===== config.mk =====
export PLATFORM = sky130hd
export DESIGN_NAME = byte_serializer_fifo
export DESIGN_NICKNAME = d
export VERILOG_FILES = /design/src/rtl/byte_serializer_fifo.sv
export SDC_FILE = /design/constraint.sdc
export NUM_CORES = 1
export LEC_CHECK = 0
export ABC_AREA = 1
export BUFFER_PORTS_ARGS = -buffer_cell sky130_fd_sc_hd__buf_2
export CAP_MARGIN = 10
export CORE_MARGIN = 10
export CORE_UTILIZATION = 35
export DETAILED_ROUTE_END_ITERATION = 10
export PLACE_DENSITY = 0.59
export SLEW_MARGIN = 20
export SYNTH_ARGS = -nofsm -noshare
export SYNTH_HDL_FRONTEND = slang
export SYNTH_SLANG_ARGS = --single-unit

===== constraint.sdc =====
create_clock -name clk -period 2.9 [get_ports clk]
set_input_delay 0.58 -clock clk [delete_from_list [all_inputs] [get_ports clk]]
set_output_delay 0.58 -clock clk [all_outputs]
set_load 0.02 [all_outputs]

===== src/rtl/byte_serializer_fifo.sv =====
// byte_serializer_fifo: buffers parallel words and shifts them out one bit per clock.
// Latency: a word pushed at edge E0 is loaded at E1; its first bit is valid in the cycle after E1.
// Backpressure: in_ready is low when the FIFO holds FIFO_DEPTH words or reset is high; there is no full pass-through.
//
// Ports:
//   clk, reset            rising-edge clock, synchronous active-high reset
//   in_data/in_valid      parallel word offered by the source; held by the source until accepted
//   in_ready              FIFO can take a word this cycle
//   ser_bit/ser_valid     registered serial stream; ser_bit is IDLE_BIT whenever ser_valid is low
//   fifo_level            words currently buffered (excludes the word being shifted)
//   underrun              one-cycle pulse in the first idle cycle after a word when nothing was queued

// sync_fifo: generic single-clock FIFO with occupancy count.
// Latency: a pushed word is visible at head_dat one cycle after the push edge.
// Backpressure: none internally; the caller must not push when full or pop when empty.
module sync_fifo #(
  parameter int W     = 8,
  parameter int DEPTH = 4
) (
  input  logic                       clk,
  input  logic                       reset,
  input  logic                       push_vld,
  input  logic [W-1:0]               push_dat,
  input  logic                       pop_vld,
  output logic [W-1:0]               head_dat,
  output logic [$clog2(DEPTH):0]     level,
  output logic                       empty
);
  localparam int AW = $clog2(DEPTH);

  logic [W-1:0]  mem [DEPTH];
  logic [AW-1:0] wr_ptr;
  logic [AW-1:0] rd_ptr;
  logic [AW:0]   cnt;

  // Pointers are exactly AW bits wide, so they wrap modulo DEPTH for free.
  always_ff @(posedge clk) begin
    if (reset) begin
      wr_ptr <= '0;
      rd_ptr <= '0;
      cnt    <= '0;
    end else begin
      if (push_vld) wr_ptr <= wr_ptr + 1'b1;
      if (pop_vld)  rd_ptr <= rd_ptr + 1'b1;
      case ({push_vld, pop_vld})
        2'b10:   cnt <= cnt + 1'b1;
        2'b01:   cnt <= cnt - 1'b1;
        default: cnt <= cnt;
      endcase
    end
  end

  // Storage needs no reset: the count alone defines which entries are live.
  always_ff @(posedge clk) begin
    if (push_vld) mem[wr_ptr] <= push_dat;
  end

  assign head_dat = mem[rd_ptr];
  assign level    = cnt;
  assign empty    = (cnt == '0);
endmodule

module byte_serializer_fifo #(
  parameter int DATA_W     = 8,
  parameter int FIFO_DEPTH = 4,
  parameter bit MSB_FIRST  = 1'b1,
  parameter bit IDLE_BIT   = 1'b0
) (
  input  logic                          clk,
  input  logic                          reset,
  input  logic [DATA_W-1:0]             in_data,
  input  logic                          in_valid,
  output logic                          in_ready,
  output logic                          ser_bit,
  output logic                          ser_valid,
  output logic [$clog2(FIFO_DEPTH):0]   fifo_level,
  output logic                          underrun
);
  localparam int LW = $clog2(FIFO_DEPTH) + 1;
  localparam int CW = $clog2(DATA_W);
  localparam logic [LW-1:0] LEVEL_FULL = LW'(FIFO_DEPTH);
  localparam logic [CW-1:0] CNT_LAST   = CW'(DATA_W - 1);

  typedef enum logic {ST_IDLE, ST_SHIFT} state_t;

  state_t              state;
  logic [DATA_W-1:0]   shift_reg;
  logic [CW-1:0]       bit_cnt;
  logic [DATA_W-1:0]   head_dat;
  logic                fifo_empty;
  logic                push_vld;
  logic                pop_vld;
  logic                last_bit;

  // Bit presented first from a word, and the word with that bit consumed.
  function automatic logic lead_bit(input logic [DATA_W-1:0] w);
    return MSB_FIRST ? w[DATA_W-1] : w[0];
  endfunction

  function automatic logic [DATA_W-1:0] consume(input logic [DATA_W-1:0] w);
    return MSB_FIRST ? (w << 1) : (w >> 1);
  endfunction

  // Ready comes from the registered level only, so a same-cycle pop never
  // opens a slot in a full FIFO.
  assign in_ready = !reset && (fifo_level < LEVEL_FULL);
  assign push_vld = in_valid && in_ready;

  // bit_cnt == CNT_LAST means the last bit of the current word is on ser_bit.
  assign last_bit = (bit_cnt == CNT_LAST);

  // A load happens from IDLE, or at the end of a word so the next word
  // follows with no gap.
  assign pop_vld = !reset && !fifo_empty && ((state == ST_IDLE) || last_bit);

  sync_fifo #(
    .W     (DATA_W),
    .DEPTH (FIFO_DEPTH)
  ) u_fifo (
    .clk      (clk),
    .reset    (reset),
    .push_vld (push_vld),
    .push_dat (in_data),
    .pop_vld  (pop_vld),
    .head_dat (head_dat),
    .level    (fifo_level),
    .empty    (fifo_empty)
  );

  // The first bit of a word is registered straight from the FIFO head at the
  // load edge; shift_reg keeps the remaining bits.
  always_ff @(posedge clk) begin
    if (reset) begin
      state     <= ST_IDLE;
      shift_reg <= '0;
      bit_cnt   <= '0;
      ser_bit   <= IDLE_BIT;
      ser_valid <= 1'b0;
      underrun  <= 1'b0;
    end else begin
      underrun <= 1'b0;
      if (pop_vld) begin
        state     <= ST_SHIFT;
        ser_bit   <= lead_bit(head_dat);
        shift_reg <= consume(head_dat);
        bit_cnt   <= '0;
        ser_valid <= 1'b1;
      end else if (state == ST_SHIFT && !last_bit) begin
        ser_bit   <= lead_bit(shift_reg);
        shift_reg <= consume(shift_reg);
        bit_cnt   <= bit_cnt + 1'b1;
      end else if (state == ST_SHIFT) begin
        // Word finished with nothing queued: the stream breaks here.
        state     <= ST_IDLE;
        ser_bit   <= IDLE_BIT;
        ser_valid <= 1'b0;
        underrun  <= 1'b1;
      end
    end
  end
endmodule


==> impl_metrics.yaml, run 1 <==
run_status:
  outcome: "completed"
cts:
  cts_buffer_depth: 2
  postCtsHoldBufs: 0
  cts_tree: "done"
  cts-resized-gates: 0
  cts_sinks: 55
  cts-root-buf: "clkbuf_8"
  h-tree-depth: 2
  path_clk_slew_ps: 90
  postCtsSetupRepairBufs: 0
  cts_buffers: 5
  clk_latency_ps: 310
worst_setup_path:
  worstReg2RegStart: "bit_cnt[0]$_SDFFE_PP0P_"
  worstSetupStartpointType: "flip-flop"
  ff2ff_setup_slack_ps: 530
  rr_endpoint: "u_fifo.level[2]$_SDFFE_PP0P_"
  crit_required_ps: 3100
  worstSetupPathType: "reg -> reg"
  cp-end-kind: "flip-flop"
  path_max_fanout: 13
  arrival_ps: 2580
  reg2regPathDepth: 13
layout:
  diodes: 0
  largest_reg_flops: 32
  regArea_mm2: 0.00142
  layout_commonest_cell: "nand2_1"
  drive_gt1_share_pct: 14.1
  fillerInstances: 644
  area_growth_pct: 10.6
  fin_nets: 294
  multi_input_area_um2: 738
  final_cell_mix: "nand2_1, inv_1, edfxtp_1"
  final_area_mm2: 0.00263
logic_synthesis:
  synthCells: 253
  ys_ff_latch: 55
  synth.avg_cell_area_um2: 9.40
  synth_warnings: 0
  synth.distinct_cells: 20
  synth_nets: 272
  ys_seq_area_share_pct: 59.8
  syn_area_mm2: 0.00238
power:
  p_leak_uw: 0.00116
  ir_drop_v: 0.000484
  power_uw: 2010
  powerDensity_mw_per_mm2: 766
  p_comb_share_pct: 28.6
  pwr-share-seq_pct: 51.2
  switching_share_pct: 35.6
  switching_power_uw: 716
  clockPowerShare_pct: 20.2
  p_int_uw: 1300
drt:
  wl_met1_um: 2050
  wl_met3_um: 136
  drc: 0
  drtPass1Iterations: 4
  drt_iter0_drc: 85
  routed_via_density: 4.59
  wl_per_cell_um: 12.2
  totalWireLength_um: 4320
  route.met2.wl_um: 2020
  drtAntennaViolNets: 0
  top_layer_used: "met4"
  vias: 1620
global_routing:
  grt_pass1_vias: 1620
  grt_pass1_wl_um: 7560
  grt_max_degree: 18
  grt_usage_pct: 9.24
  antenna_found_initial: 0
  grt_overflow: 0
sta:
  worst_pin_slew_ps: 689
  fin_skew_ps: 12.2
  drv_slew: 0
  final_hold_viol_count: 0
  tns_ps: 0
  grt_setup_unrepaired: "false"
  fin_crit_sh_pct: 81.8
  finalSetupViolCount: 0
  maxClockFrequency_mhz: 421
  slew_headroom_pct: 54.0
  min_period_ps: 2370
worst_hold_path:
  hold_start: "bit_cnt[1]$_SDFFE_PP0P_"
  whs_endpoint: "bit_cnt[1]$_SDFFE_PP0P_"
  hold_depth: 2
  hold_class: "reg -> reg"
placement:
  dpl_cell_area_mm2: 0.00254
  hpwl_um: 3010
  place_congestion: 0.742
  portBuffers: 17
floorplan:
  initial_core_util_pct: 36.8
  rows: 29
  io_pins: 18
  core_mm2: 0.00646
  die_h_um: 102
  fp.dieW_um: 102
  die-area_mm2: 0.0105
flow_run:
  drv_cap: 0
-- stage by stage --
stage	setup slack, ps	cells	utilization (%)	hold WS, ps
finish	527	353	40.7	477
global route	225	353	40.7	476
CTS	522	353	40.7	474
detailed placement	524	345	39.4	462
global placement	569	345	39.4	455
floorplan	719	253	-	444
-- metal layers --
| layer | GRT usage, % | vias up |
|---|---|---|
| li1 | - | 849 |
| met1 | 11.3 | 742 |
| met4 | 4.77 | 0 |
| met5 | 0 | - |
| met2 | 14.6 | 21 |
| met3 | 2.56 | 8 |
-- cell usage after synthesis (all sizes together) --
cell type,count,area share (%)
nand2,66,11
inv,43,6.9
edfxtp,32,40
dfxtp,23,19
nand3,23,5.4
nor2,21,3.3
a21oi,15,3.2
o21ai,10,2.1
buf,7,2.3
ha,7,3.7
xor2,3,1.1
a21boi,1,0.32
fa,1,0.84
o31ai,1,0.32
-- cell type report --
cell class | count | area share, %
clock buffers | 5 | 2.62
clock inverters | 3 | 0.666
well taps | 77 | 3.66
flip-flops and latches | 55 | 54.1
multi-input cells | 148 | 28.1
repair buffers | 22 | 4.66
inverters | 43 | 6.24
-- worst max-delay path, cell delays in order (launching register included) --
cell	delay [ps]
dfxtp_1	360
ha_1	150
ha_1	150
inv_1	50
nand2_2	220
nand3_4	150
inv_2	160
ha_1	160
inv_1	60
fa_1	380
a21oi_1	140
o21ai_0	100
xor2_1	140
nor2_1	50
-- how the worst max path moves through the flow --
stage / startpoint / to / cells after the start / slack [ps]
floorplan: reset / u_fifo.level[2]$_SDFFE_PP0P_ / 10 / 720
global placement: bit_cnt[0]$_SDFFE_PP0P_ / u_fifo.level[2]$_SDFFE_PP0P_ / 13 / 570
detailed placement: bit_cnt[0]$_SDFFE_PP0P_ / u_fifo.level[2]$_SDFFE_PP0P_ / 13 / 520
CTS: bit_cnt[0]$_SDFFE_PP0P_ / u_fifo.level[2]$_SDFFE_PP0P_ / 13 / 520
global route: bit_cnt[0]$_SDFFE_PP0P_ / u_fifo.level[2]$_SDFFE_PP0P_ / 13 / 230
finish: bit_cnt[0]$_SDFFE_PP0P_ / u_fifo.level[2]$_SDFFE_PP0P_ / 13 / 530
-- logic make-up (layout without fill, tap and decap cells) --
logic type,Yosys count,count (layout),synth area share [%]
XOR/XNOR,3,3,1.11
buffers and inverters,50,73,9.16
flip-flops,55,55,59.8
adder cells (fa/ha/maj),8,8,4.53
AO/OA/AOI/OAI,27,27,5.89
AND/OR/NAND/NOR,110,110,19.5
-- power groups by stage --
stage	Clock (uW)	Sequential (uW)	Combinational, uW
floorplan	0	1040	461
global placement	0	1050	583
detailed placement	0	1050	586
CTS	421	1030	588
global route	447	1050	685
finish	407	1030	576
Note: power is estimated with default switching activity, not from simulation.
==> run 2, diff against run 1 <==
clock period = 2.2 ns   (was 2.9 ns; I/O delays follow)
==> impl_metrics.yaml, run 2 (synthesized netlist as in run 1, its figures left out) <==
run_status:
  outcome: "completed"
layout:
  largest_reg_flops: 32
  final_area_mm2: 0.00268
  final_cells: 357
  diodes: 0
  layout_commonest_cell: "nand2_1"
  final_cell_mix: "nand2_1, inv_1, edfxtp_1"
  fillerInstances: 623
  fin_nets: 298
  drive_gt1_share_pct: 16.4
  area_growth_pct: 12.7
sta:
  min_period_ps: 2010
  slew_headroom_pct: 71.4
  tns_ps: 0
  setup_ws_ps: 186
  final_hold_viol_count: 0
  worst_pin_slew_ps: 429
  maxClockFrequency_mhz: 497
  drv_slew: 0
  fin_crit_sh_pct: 91.5
  finalSetupViolCount: 0
  grt_setup_unrepaired: "false"
  holdWs_ps: 331
  fin_skew_ps: 8.26
drt:
  routed_via_density: 4.48
  drt_iter0_drc: 78
  drc: 0
  wl_per_cell_um: 12.2
  totalWireLength_um: 4340
  drtAntennaViolNets: 0
  vias: 1600
  drtPass1Iterations: 4
worst_setup_path:
  cp_slowest_stage_delay_ps: 380
  reg2regPathDepth: 13
  rr_endpoint: "u_fifo.level[2]$_SDFFE_PP0P_"
  worstSetupStartpointType: "flip-flop"
  slowest_stage: "fa_1"
  cp-end-kind: "flip-flop"
  crit_required_ps: 2460
  arrival_ps: 2270
  critPathTopFamily: "adder cells"
  crit_buf_inv: 3
  path_max_fanout: 3
  ff2ff_setup_slack_ps: 190
  crit_chain: "ha_1, ha_2, inv_1, nand2_2, nand3_4, inv_2, ha_1, inv_1, fa_1, a21oi_1, o21ai_1, xor2_1, nor2_1"
  worstSetupPathType: "reg -> reg"
  worstReg2RegStart: "bit_cnt[0]$_SDFFE_PP0P_"
flow_run:
  drv_cap: 0
worst_hold_path:
  hold_start: "in_data[5]"
  whs_endpoint: "u_fifo.mem[1][5]$_DFFE_PP_"
  hold_depth: 1
  hold_class: "in -> reg"
floorplan:
  initial_core_util_pct: 36.8
  io_pins: 18
  die_h_um: 102
  fp.dieW_um: 102
  rows: 29
  die-area_mm2: 0.0105
  core_mm2: 0.00646
placement:
  hpwl_um: 2990
  portBuffers: 17
  post-place-ws_ps: 149
  dpl_cell_area_mm2: 0.00257
  post-place-cells: 349
  place_congestion: 0.762
cts:
  cts-root-buf: "clkbuf_8"
  cts_buffers: 5
  clk_latency_ps: 320
  cts_sinks: 55
  path_clk_slew_ps: 100
  cts_buffer_depth: 2
  postCtsHoldBufs: 0
  cts_tree: "done"
  cts-resized-gates: 0
  h-tree-depth: 2
  postCtsSetupRepairBufs: 0
global_routing:
  grt_usage_pct: 8.88
  grt_pass1_wl_um: 7130
  antenna_found_initial: 0
  grt_pass1_vias: 1542
  grt_max_degree: 19
  grt_overflow: 0
power:
  ir_drop_v: 0.000604
  powerDensity_mw_per_mm2: 1040
  p_leak_uw: 0.00119
==> run 2: cell types whose count changed in the layout (fill, tap and decap cells not counted), sizes merged <==
cell      delta
buf          +4
clkbuf       +1
clkinvlp     -1
==> run 2: power by group <==
group / total [uW] / internal, uW / switching, uW
sequential: 1340 / 1230 / 110
combinational: 824 / 293 / 531
clock: 607 / 266 / 341
==> run 2: per-stage QoR <==
| step | power [uW] | utilization, % |
|---|---|---|
| final | 2770 | 41.5 |
| after global routing | 2970 | 41.5 |
| after floorplan | 1970 | - |
| after detailed placement | 2200 | 39.8 |
| after global placement | 2190 | 39.8 |
| after CTS | 2810 | 41.4 |
==> run 2: worst reg2reg max path, cell delays in order (launching register included) <==
cell,delay (ps)
dfxtp_2,350
ha_1,150
ha_2,170
inv_1,50
nand2_2,80
nand3_4,80
inv_2,70
ha_1,130
inv_1,70
fa_1,380
a21oi_1,140
o21ai_1,90
xor2_1,140
nor2_1,90
==> run 2: how the worst max path moves through the flow <==
stage | start | to | depth (start not counted)
3_3_place_gp | bit_cnt[0]$_SDFFE_PP0P_ | u_fifo.level[2]$_SDFFE_PP0P_ | 13
5_1_grt | bit_cnt[0]$_SDFFE_PP0P_ | u_fifo.level[2]$_SDFFE_PP0P_ | 13
4_1_cts | bit_cnt[0]$_SDFFE_PP0P_ | u_fifo.level[2]$_SDFFE_PP0P_ | 13
6_report | bit_cnt[0]$_SDFFE_PP0P_ | u_fifo.level[2]$_SDFFE_PP0P_ | 13
3_5_place_dp | bit_cnt[0]$_SDFFE_PP0P_ | u_fifo.level[2]$_SDFFE_PP0P_ | 13
2_1_floorplan | bit_cnt[0]$_SDFFE_PP0P_ | u_fifo.level[2]$_SDFFE_PP0P_ | 13
==> run 2: final cells by class <==
type                       count  area [um2]  area share, %
clock buffer                   6        82.6           3.08
timing repair buffer          26         153           5.70
tap                           77        96.3           3.60
inverter                      43         164           6.12
clock inverter                 2        20.0          0.747
multi-input combinational    148         741           27.7
sequential                    55        1420           53.1
==> run 2: per-layer routing <==
metal	wire (um)	vias up	GRT usage [%]
li1	-	851	-
met1	2050	713	10.0
met2	2000	27	15.1
met3	179	9	2.63
met4	112	0	4.34
met5	0	-	0
